--- src/rtl/can_frame_decoder.sv ---
// rtl/can_frame_decoder.sv - CAN base/extended frame parser behind the bit unstuffer
//
// Purpose:
//   Consumes the unstuffed CAN bit stream (one bit per bit_valid strobe) and
//   parses base and extended data/remote frames into ID, DLC and data fields.
//   Checks the CRC-15 and the fixed-form delimiter/EOF bits, and drives the
//   unstuffer enable, which is active from SOF through the last CRC bit.
//
// Ports:
//   clkin        in   1   system clock, all logic on posedge
//   rst_n        in   1   asynchronous active-low reset
//   bit_in       in   1   unstuffed bit (1 = recessive), valid with bit_valid
//   bit_valid    in   1   one-cycle strobe per unstuffed bit
//   stuff_err    in   1   unstuffer error flag, sampled with bit_valid
//   unstuff_en   out  1   unstuffer enable, SOF .. last CRC bit
//   busy         out  1   decoder is not sitting in IDLE
//   frame_valid  out  1   one-cycle pulse: good frame received
//   frame_id     out  29  identifier (base frames in [10:0])
//   frame_ide    out  1   extended frame flag
//   frame_rtr    out  1   remote frame flag
//   frame_dlc    out  4   DLC as received
//   frame_data   out  64  byte0 in [63:56], first received bit is MSB
//   crc_err      out  1   one-cycle pulse: CRC mismatch
//   form_err     out  1   one-cycle pulse: fixed-form bit or stuff error

module can_frame_decoder #(
  parameter int          IDLE_BITS = 11,
  parameter logic [14:0] CRC_POLY  = 15'h4599
) (
  input  logic        clkin,
  input  logic        rst_n,
  input  logic        bit_in,
  input  logic        bit_valid,
  input  logic        stuff_err,
  output logic        unstuff_en,
  output logic        busy,
  output logic        frame_valid,
  output logic [28:0] frame_id,
  output logic        frame_ide,
  output logic        frame_rtr,
  output logic [3:0]  frame_dlc,
  output logic [63:0] frame_data,
  output logic        crc_err,
  output logic        form_err
);

  typedef enum logic [3:0] {
    S_WAIT_IDLE,
    S_IDLE,
    S_ID_A,
    S_SRR_RTR,
    S_IDE,
    S_ID_B,
    S_RTR,
    S_R1,
    S_R0,
    S_DLC,
    S_DATA,
    S_CRC,
    S_CRC_DEL,
    S_ACK,
    S_ACK_DEL,
    S_EOF
  } state_t;

  state_t      state;
  state_t      state_next;

  logic [6:0]  bit_cnt;
  logic [14:0] crc_reg;
  logic [13:0] crc_rx;
  logic        crc_bad;
  logic [28:0] id_sr;
  logic        ide_r;
  logic        rtr_r;
  logic [3:0]  dlc_r;
  logic [63:0] data_sr;

  logic [6:0]  field_len;
  logic        field_done;
  logic [3:0]  dlc_full;
  logic [14:0] crc_rx_full;
  logic        ev_valid;
  logic        ev_crc;
  logic        ev_form;

  // Number of DATA bits implied by RTR and DLC; DLC values above 8 mean 8 bytes.
  function automatic logic [6:0] data_bits(input logic rtr, input logic [3:0] dlc);
    if (rtr) begin
      return 7'd0;
    end else if (dlc >= 4'd8) begin
      return 7'd64;
    end else begin
      return {1'b0, dlc[2:0], 3'b000};
    end
  endfunction

  // One step of the CAN CRC-15 shift register.
  function automatic logic [14:0] crc_step(input logic [14:0] crc, input logic b);
    logic fb;
    fb = b ^ crc[14];
    return {crc[13:0], 1'b0} ^ (fb ? CRC_POLY : 15'd0);
  endfunction

  always_ff @(posedge clkin or negedge rst_n) begin
    if (!rst_n) begin
      state <= S_WAIT_IDLE;
    end else begin
      state <= state_next;
    end
  end

  always_comb begin
    state_next  = state;
    ev_valid    = 1'b0;
    ev_crc      = 1'b0;
    ev_form     = 1'b0;
    dlc_full    = {dlc_r[2:0], bit_in};
    crc_rx_full = {crc_rx, bit_in};

    case (state)
      S_WAIT_IDLE: field_len = 7'(IDLE_BITS);
      S_ID_A:      field_len = 7'd11;
      S_ID_B:      field_len = 7'd18;
      S_DLC:       field_len = 7'd4;
      S_DATA:      field_len = data_bits(rtr_r, dlc_r);
      S_CRC:       field_len = 7'd15;
      S_EOF:       field_len = 7'd7;
      default:     field_len = 7'd1;
    endcase
    field_done = (bit_cnt == field_len - 7'd1);

    if (bit_valid) begin
      if (stuff_err && unstuff_en) begin
        ev_form    = 1'b1;
        state_next = S_WAIT_IDLE;
      end else begin
        case (state)
          S_WAIT_IDLE: if (bit_in && field_done) state_next = S_IDLE;
          S_IDLE:      if (!bit_in) state_next = S_ID_A;
          S_ID_A:      if (field_done) state_next = S_SRR_RTR;
          S_SRR_RTR:   state_next = S_IDE;
          S_IDE:       state_next = bit_in ? S_ID_B : S_R0;
          S_ID_B:      if (field_done) state_next = S_RTR;
          S_RTR:       state_next = S_R1;
          S_R1:        state_next = S_R0;
          S_R0:        state_next = S_DLC;
          S_DLC: begin
            if (field_done) begin
              state_next = (data_bits(rtr_r, dlc_full) == 7'd0) ? S_CRC : S_DATA;
            end
          end
          S_DATA:      if (field_done) state_next = S_CRC;
          S_CRC:       if (field_done) state_next = S_CRC_DEL;
          S_CRC_DEL: begin
            // A CRC mismatch takes precedence over a bad delimiter so that
            // exactly one error event is reported for the frame.
            if (crc_bad) begin
              ev_crc     = 1'b1;
              state_next = S_WAIT_IDLE;
            end else if (!bit_in) begin
              ev_form    = 1'b1;
              state_next = S_WAIT_IDLE;
            end else begin
              state_next = S_ACK;
            end
          end
          S_ACK:       state_next = S_ACK_DEL;
          S_ACK_DEL: begin
            if (!bit_in) begin
              ev_form    = 1'b1;
              state_next = S_WAIT_IDLE;
            end else begin
              state_next = S_EOF;
            end
          end
          S_EOF: begin
            if (!bit_in) begin
              ev_form    = 1'b1;
              state_next = S_WAIT_IDLE;
            end else if (field_done) begin
              ev_valid   = 1'b1;
              state_next = S_IDLE;
            end
          end
          default:     state_next = S_WAIT_IDLE;
        endcase
      end
    end
  end

  always_ff @(posedge clkin or negedge rst_n) begin
    if (!rst_n) begin
      bit_cnt     <= 7'd0;
      crc_reg     <= 15'd0;
      crc_rx      <= 14'd0;
      crc_bad     <= 1'b0;
      id_sr       <= 29'd0;
      ide_r       <= 1'b0;
      rtr_r       <= 1'b0;
      dlc_r       <= 4'd0;
      data_sr     <= 64'd0;
      unstuff_en  <= 1'b0;
      busy        <= 1'b0;
      frame_valid <= 1'b0;
      crc_err     <= 1'b0;
      form_err    <= 1'b0;
      frame_id    <= 29'd0;
      frame_ide   <= 1'b0;
      frame_rtr   <= 1'b0;
      frame_dlc   <= 4'd0;
      frame_data  <= 64'd0;
    end else begin
      frame_valid <= ev_valid;
      crc_err     <= ev_crc;
      form_err    <= ev_form;
      // Registered copy of (state != IDLE), aligned with the state register.
      busy        <= (state_next != S_IDLE);

      if (bit_valid) begin
        // WAIT_IDLE counts consecutive recessive bits; every other state
        // counts bits within the current field.
        if (state == S_WAIT_IDLE && state_next == S_WAIT_IDLE) begin
          bit_cnt <= bit_in ? bit_cnt + 7'd1 : 7'd0;
        end else if (state_next != state || state == S_IDLE) begin
          bit_cnt <= 7'd0;
        end else begin
          bit_cnt <= bit_cnt + 7'd1;
        end

        if (ev_form || ev_crc) begin
          unstuff_en <= 1'b0;
        end else if (state == S_IDLE && !bit_in) begin
          unstuff_en <= 1'b1;
        end else if (state == S_CRC && field_done) begin
          unstuff_en <= 1'b0;
        end

        if (state inside {S_ID_A, S_SRR_RTR, S_IDE, S_ID_B, S_RTR, S_R1, S_R0, S_DLC, S_DATA}) begin
          crc_reg <= crc_step(crc_reg, bit_in);
        end

        case (state)
          S_IDLE: begin
            if (!bit_in) begin
              crc_reg <= crc_step(15'd0, bit_in);
              crc_rx  <= 14'd0;
              crc_bad <= 1'b0;
              id_sr   <= 29'd0;
              ide_r   <= 1'b0;
              rtr_r   <= 1'b0;
              dlc_r   <= 4'd0;
              data_sr <= 64'd0;
            end
          end
          S_ID_A, S_ID_B: id_sr <= {id_sr[27:0], bit_in};
          S_SRR_RTR, S_RTR: rtr_r <= bit_in;
          S_IDE:  ide_r <= bit_in;
          S_DLC:  dlc_r <= dlc_full;
          S_DATA: data_sr[6'd63 - bit_cnt[5:0]] <= bit_in;
          S_CRC: begin
            crc_rx <= crc_rx_full[13:0];
            if (field_done) crc_bad <= (crc_rx_full != crc_reg);
          end
          default: ;
        endcase

        if (ev_valid) begin
          frame_id   <= id_sr;
          frame_ide  <= ide_r;
          frame_rtr  <= rtr_r;
          frame_dlc  <= dlc_r;
          frame_data <= data_sr;
        end
      end
    end
  end

endmodule

--- config.mk ---
export PLATFORM = sky130hd
export DESIGN_NAME = can_frame_decoder
export DESIGN_NICKNAME = d
export VERILOG_FILES = /design/src/rtl/can_frame_decoder.sv
export SDC_FILE = /design/constraint.sdc
export NUM_CORES = 1
export LEC_CHECK = 0
export ABC_AREA = 1
export CORE_ASPECT_RATIO = 1.1
export CORE_MARGIN = 2
export CORE_UTILIZATION = 57
export DETAILED_ROUTE_END_ITERATION = 7
export HOLD_SLACK_MARGIN = 0.06
export PLACE_DENSITY = 0.79
export SLEW_MARGIN = 10
export SYNTH_ARGS = -nofsm -noshare
export SYNTH_HDL_FRONTEND = slang
export SYNTH_SLANG_ARGS = --single-unit
--- constraint.sdc ---
create_clock -name clkin -period 3.95 [get_ports clkin]
set_input_delay 0.395 -clock clkin [delete_from_list [all_inputs] [get_ports clkin]]
set_output_delay 0.395 -clock clkin [all_outputs]
set_load 0.02 [all_outputs]
# Word-level counts from Yosys, hierarchy flattened
# Index checks and enable logic that the tools add are counted.
# totals
ff_bits,244
# classes
add_sub_neg,3
magnitude_cmp,4
n_eq_ne,21
mux,66
bitwise_logic,2
n_reduce_logical,33
# op_table
operator,n
$pmux 64 s2,1
$mux 7,11
$bwmux 64,1
$mux 4,16
$mux 64,1
$pmux 4 s16,1
$mux 15,4
$pmux 29 s2,1
$pmux 7 s6,1
$eq 4x4->1 const B,8
$mux 29,1
$pmux 14 s2,1
$mux 1,20
$reduce_and 3->1,6
$eq 4x3->1 const B,4
$ne 15x15->1,1
$xor 15x15->15,1
$mux 14,1
$reduce_bool 2->1,6
$reduce_bool 9->1,1
$eq 4x2->1 const B,2
$ge 4x4->1 const B,2
$logic_not 4->1,2
$pmux 1 s2,4
other kinds (21),32

# Longest topological paths before layout
# depth
depth_word,20
ltp_mapped,26
ltp_nobuf,26

# Worst setup path before layout
# Ideal clock, no wire load.
# synth_path
kind,register -> register
start,register state[3]
end,register frame_data[1]
setup_time_ns,0.130
t_arrival_ns,2.640
required_ns,3.820
path_slack_ns,1.180
path_stages_with_launch,23
path_buffers,2
cell_sequence,dfrtp_1 inv_2 nand2_1 inv_2 nand2_2 nand2_1 o21bai_1 inv_1 ha_1 xnor2_1 nand3_1 nand2_1 nand2_1 a21oi_2 nand2_2 nor2_8 nand2_4 inv_2 nand2_2 buf_2 buf_2 nand2_1 o21ai_0
# synth_between
elab_chain_len,11
word_cells_on_any_way,17
# synth_rtl
element,line_no,source
start: declaration,66,state_t state;
start signal: assignment,109,state <= state_next;
$eq 4x2->1 / $logic_not 4->1 (equally long branches),121,case (state)
$reduce_or 2->1 (no line),--,
$pmux 7 s6,121,
$sub 7x1->7,131,field_done = (bit_cnt == field_len - 7'd1);
$eq 7x7->1,131,
$mux 1,181,end else if (field_done) begin
$mux 1,178,if (!bit_in) begin
$mux 1 *,138,case (state)
$mux 1 *,134,if (stuff_err && unstuff_en) begin
$mux 1 *,133,if (bit_valid) begin
$reduce_and 2->1 (no line) *,--,
end signal: assignment,273,frame_data <= data_sr;
end: declaration,42,"output logic [63:0] frame_data,"
# Mark *: on every way between the ends. The rest lies on a longest branch, timed or not.
# A chain may end at the register's enable or synchronous reset.

# Worst setup path after layout
# layout_path
start,register state[3]
end,register frame_id[11]
# layout_between
elab_chain_len,11
word_cells_on_any_way,17
# layout_rtl
element,line_no,source
$eq 4x2->1 / $logic_not 4->1 (equally long branches),121,
$reduce_or 2->1 (no line),--,
$pmux 7 s6,121,
$sub 7x1->7,131,
$eq 7x7->1,131,
$mux 1,181,
$mux 1,178,
$mux 1 *,138,
$mux 1 *,134,
$mux 1 *,133,
$reduce_and 2->1 (no line) *,--,
end signal: assignment,269,frame_id <= id_sr;
end: declaration,38,"output logic [28:0] frame_id,"
# Marked as above.

==> out/summary.txt <==
====================================================================================================
Run status                                                                              finished clean
TritonCTS Sinks                                                                                  244
Hold slack                                                                                 0.4770 ns
Core Area                                                                                19160 sq um
Required time worst endpoint                                                                 4.37 ns
Setup crit start kind                                                                      flip-flop
Cell type contributing the most total cell area after synthesis                              dfrtp_1
Latest clock arrival within the worst-skew pair                                              0.52 ns
Largest registers in the final layout                                                   data_sr x64, frame_data x64
Count of cell types in the netlist                                                                35
Worst Path Arrival                                                                           3.74 ns
Power density normalized to cell area                                                   588.4 nW/um^2
Diode insertion count for antenna repair                                                           0
Number of warnings reported in the yosys synthesis log                                             0
Number of buffers inserted for hold repair after clock tree synthesis                              1
Ranking of synthesized cells by area                                                    dfrtp_1 (55%), nand2_1 (7.8%), inv_1 (6.0%), o21ai_0 (5.8%), nor2_1 (4.3%)
Initial antenna violation count                                                                    0
Clock group share of total power                                                               27.9%
Max_slew headroom                                                                             34.38%
Maximum net fanout on the critical path                                                           96
Detailed-routing iteration count for the pre-antenna-repair pass                                   5
# port buffers                                                                                   108
Wire length on met2                                                                         12910 um
Asr flop ratio synth                                                                          100.0%
Fraction of power consumed by sequential logic                                                 43.4%
Total track usage                                                                             26.10%
CTS root buf                                                                               clkbuf_16
Combinational share of power                                                                   28.8%
Gate Count Post-Synth                                                                           1311
Commonest register cell after synthesis                                                      dfrtp_1
Hold Vio Cnt, Final                                                                                0
Post-synthesis area per instance                                                         8.520 sq um
Post-detailed-routing wire length                                                           26410 um
Area delta synth->final                                                                       18.56%
Peak VDD IR                                                                                 497.7 uV
# DRC                                                                                              0
Instance area at placement                                                               12490 sq um
Ratio of final minimum period to clock period                                                 84.20%
# Max-Cap Violations                                                                               0
Number of flops mapped to enable cells by yosys                                                    0
Leakage power                                                                            0.005964 uW
Number of CTS-inserted buffers                                                                    25
Commonest cells after routing, fill and taps aside                                      dfrtp_1 (244), nand2_1 (232), inv_1 (180)
Final RePlAce weighted congestion                                                             0.8779
Met3 WL post-DR                                                                              1575 um
Net count after synthesis                                                                       1318
Setup repair after global routing missed its margin                                               no
CTS tree                                                                                        done
Final #Nets                                                                                     1410
Post-detail-place hpwl                                                                      17220 um
Height of the die                                                                           150.8 um
Initial core utilization                                                                      58.28%
Fraction of final layout cells sized beyond drive strength 1                                  7.329%
Nature of the critical path endpoint                                                       flip-flop
DIE AREA                                                                                 20730 sq um
Uppermost metal layer occupied by signal nets                                                   met4
Post-route cell area                                                                     13240 sq um
Final setup vio count                                                                              0
Setup slack of the worst register-to-register path                                           0.62 ns
Fraction of synthesized cell area taken by the top area cell type                             54.67%
Sequential share of the synthesized area                                                      54.67%
Number of rows in the core area                                                                   53
Clock buffer depth                                                                                 3
Worst Path Class, Setup                                                                   reg -> reg
Mean routed wirelength per cell                                                             15.85 um
Global-route wire length before repair                                                      43510 um
Maximum number of pins on one net before global-route repair                                     109
Post-cts sizing count                                                                              0
Final sum of negative setup slack                                                               0 ns
Count of state elements after synthesis                                                          244
Number of vias per cell after detailed routing                                                 5.519
Power dissipated by switching net loads                                                      2769 uW
Gr ovfl total                                                                                      0
Detail Route Antenna Nets                                                                          0
Worst Clk Skew                                                                            0.01589 ns
Clock-pin slew reported for the worst setup and hold paths after clock tree synthesis        0.06 ns
Synthesized cell area                                                                    11170 sq um
CTS H-Tree Depth                                                                                   1
Count of buffers added by post-CTS timing repair for setup                                         0
Fill count                                                                                      1522
Cell internal power dissipation                                                              5023 uW
Post-route non-filler standard cell count                                                       1666
Most common cell after layout, fill and taps aside                                           dfrtp_1
Worst Max-Slew Pin Slew                                                                    0.9773 ns
Final min period                                                                            3.326 ns
Detailed Route Iter0 Violations                                                                  761
Inst Count DP                                                                                   1622
Fmax                                                                                       300.7 MHz
Worst hold-check path type                                                                reg -> reg
Via Count                                                                                       9195
Die W                                                                                       137.5 um
Number of global-route vias before repair                                                       8878
Post-route met1 wirelength                                                                  11530 um
Final Slew Violations                                                                              0
Top-level I/O count                                                                              109
Switching Share                                                                               35.54%
====================================================================================================
-- cells in the mapped netlist, types with 11 or more instances --
| master | instances |
|---|---|
| clkbuf_1 | 46 |
| nand3_1 | 58 |
| o22ai_1 | 66 |
| inv_1 | 180 |
| o21ai_1 | 22 |
| o21ai_0 | 130 |
| nand2_1 | 232 |
| xor2_1 | 12 |
| nor3_1 | 11 |
| xnor2_1 | 14 |
| nand2_2 | 14 |
| a21oi_1 | 57 |
| nor2_1 | 127 |
| buf_2 | 16 |
| a32o_1 | 18 |
| dfrtp_1 | 244 |
-- routing by layer --
layer | GRT usage (%) | vias up
met5 | 0 | -
met4 | 6.959 | 0
met3 | 4.183 | 40
met2 | 43.08 | 279
met1 | 36.16 | 4433
li1 | - | 4443
-- through the flow --
step                utilization, %  total power [uW]  worst slack (ns)
global route                 69.10              8275            0.3307
floorplan                        -              5001             1.180
global placement             65.16              5551            0.7667
detailed placement           65.16              5603            0.7185
finish                       69.10              7792            0.6242
CTS                          69.10              7820            0.6392
-- cell type report --
type	instances	area [sq um]	area share [%]
timing repair buffer	128	1264	9.543
clock buffer	36	696.9	5.263
sequential	244	6106	46.11
tap	247	309.0	2.334
multi-input combinational	809	4086	30.86
clock inverter	7	48.80	0.3685
inverter	195	732.0	5.527
-- cells by family (layout without fill, tap and decap cells) --
| kind of cell | count (synthesis) | in the layout | share of synthesized area [%] |
|---|---|---|---|
| AND/OR/NAND/NOR | 473 | 473 | 18.45 |
| adder cells (fa/ha/maj) | 2 | 2 | 0.2240 |
| AO/OA/AOI/OAI | 308 | 308 | 15.74 |
| buffers and inverters | 258 | 366 | 8.883 |
| XOR/XNOR | 26 | 26 | 2.039 |
| flip-flops | 244 | 244 | 54.67 |
-- power by group through the flow --
stage | registers (uW) | logic, uW | clock network (uW)
floorplan | 3330 | 1670 | 0
global placement | 3390 | 2160 | 0
detailed placement | 3410 | 2190 | 0
CTS | 3380 | 2230 | 2210
global route | 3440 | 2510 | 2320
finish | 3380 | 2240 | 2170
-- path summary, 6_finish.rpt --
kind,from,cells after the start,to
max,state[3],20,frame_id[11]
min,data_sr[55],2,frame_data[55]
max reg2reg,state[3],20,frame_id[11]
min reg2reg,data_sr[55],2,frame_data[55]
max in group asynchronous,rst_n,3,id_sr[14]
min in group asynchronous,rst_n,2,crc_reg[4]
-- critical path: stages (launching register included) --
cell	delay, ns
dfrtp_1	0.50
inv_2	0.13
nand2_1	0.15
inv_2	0.06
nand2_2	0.10
nand2_1	0.06
o21bai_1	0.21
inv_1	0.07
ha_1	0.24
xnor2_1	0.20
nand3_1	0.10
nand2_1	0.08
nand2_1	0.06
a21oi_2	0.12
nand2_2	0.10
nor2_8	0.12
nand2_4	0.09
inv_2	0.07
nand2_4	0.19
buf_12	0.29
o21ai_0	0.25
Note: power is estimated with default switching activity, not from simulation.
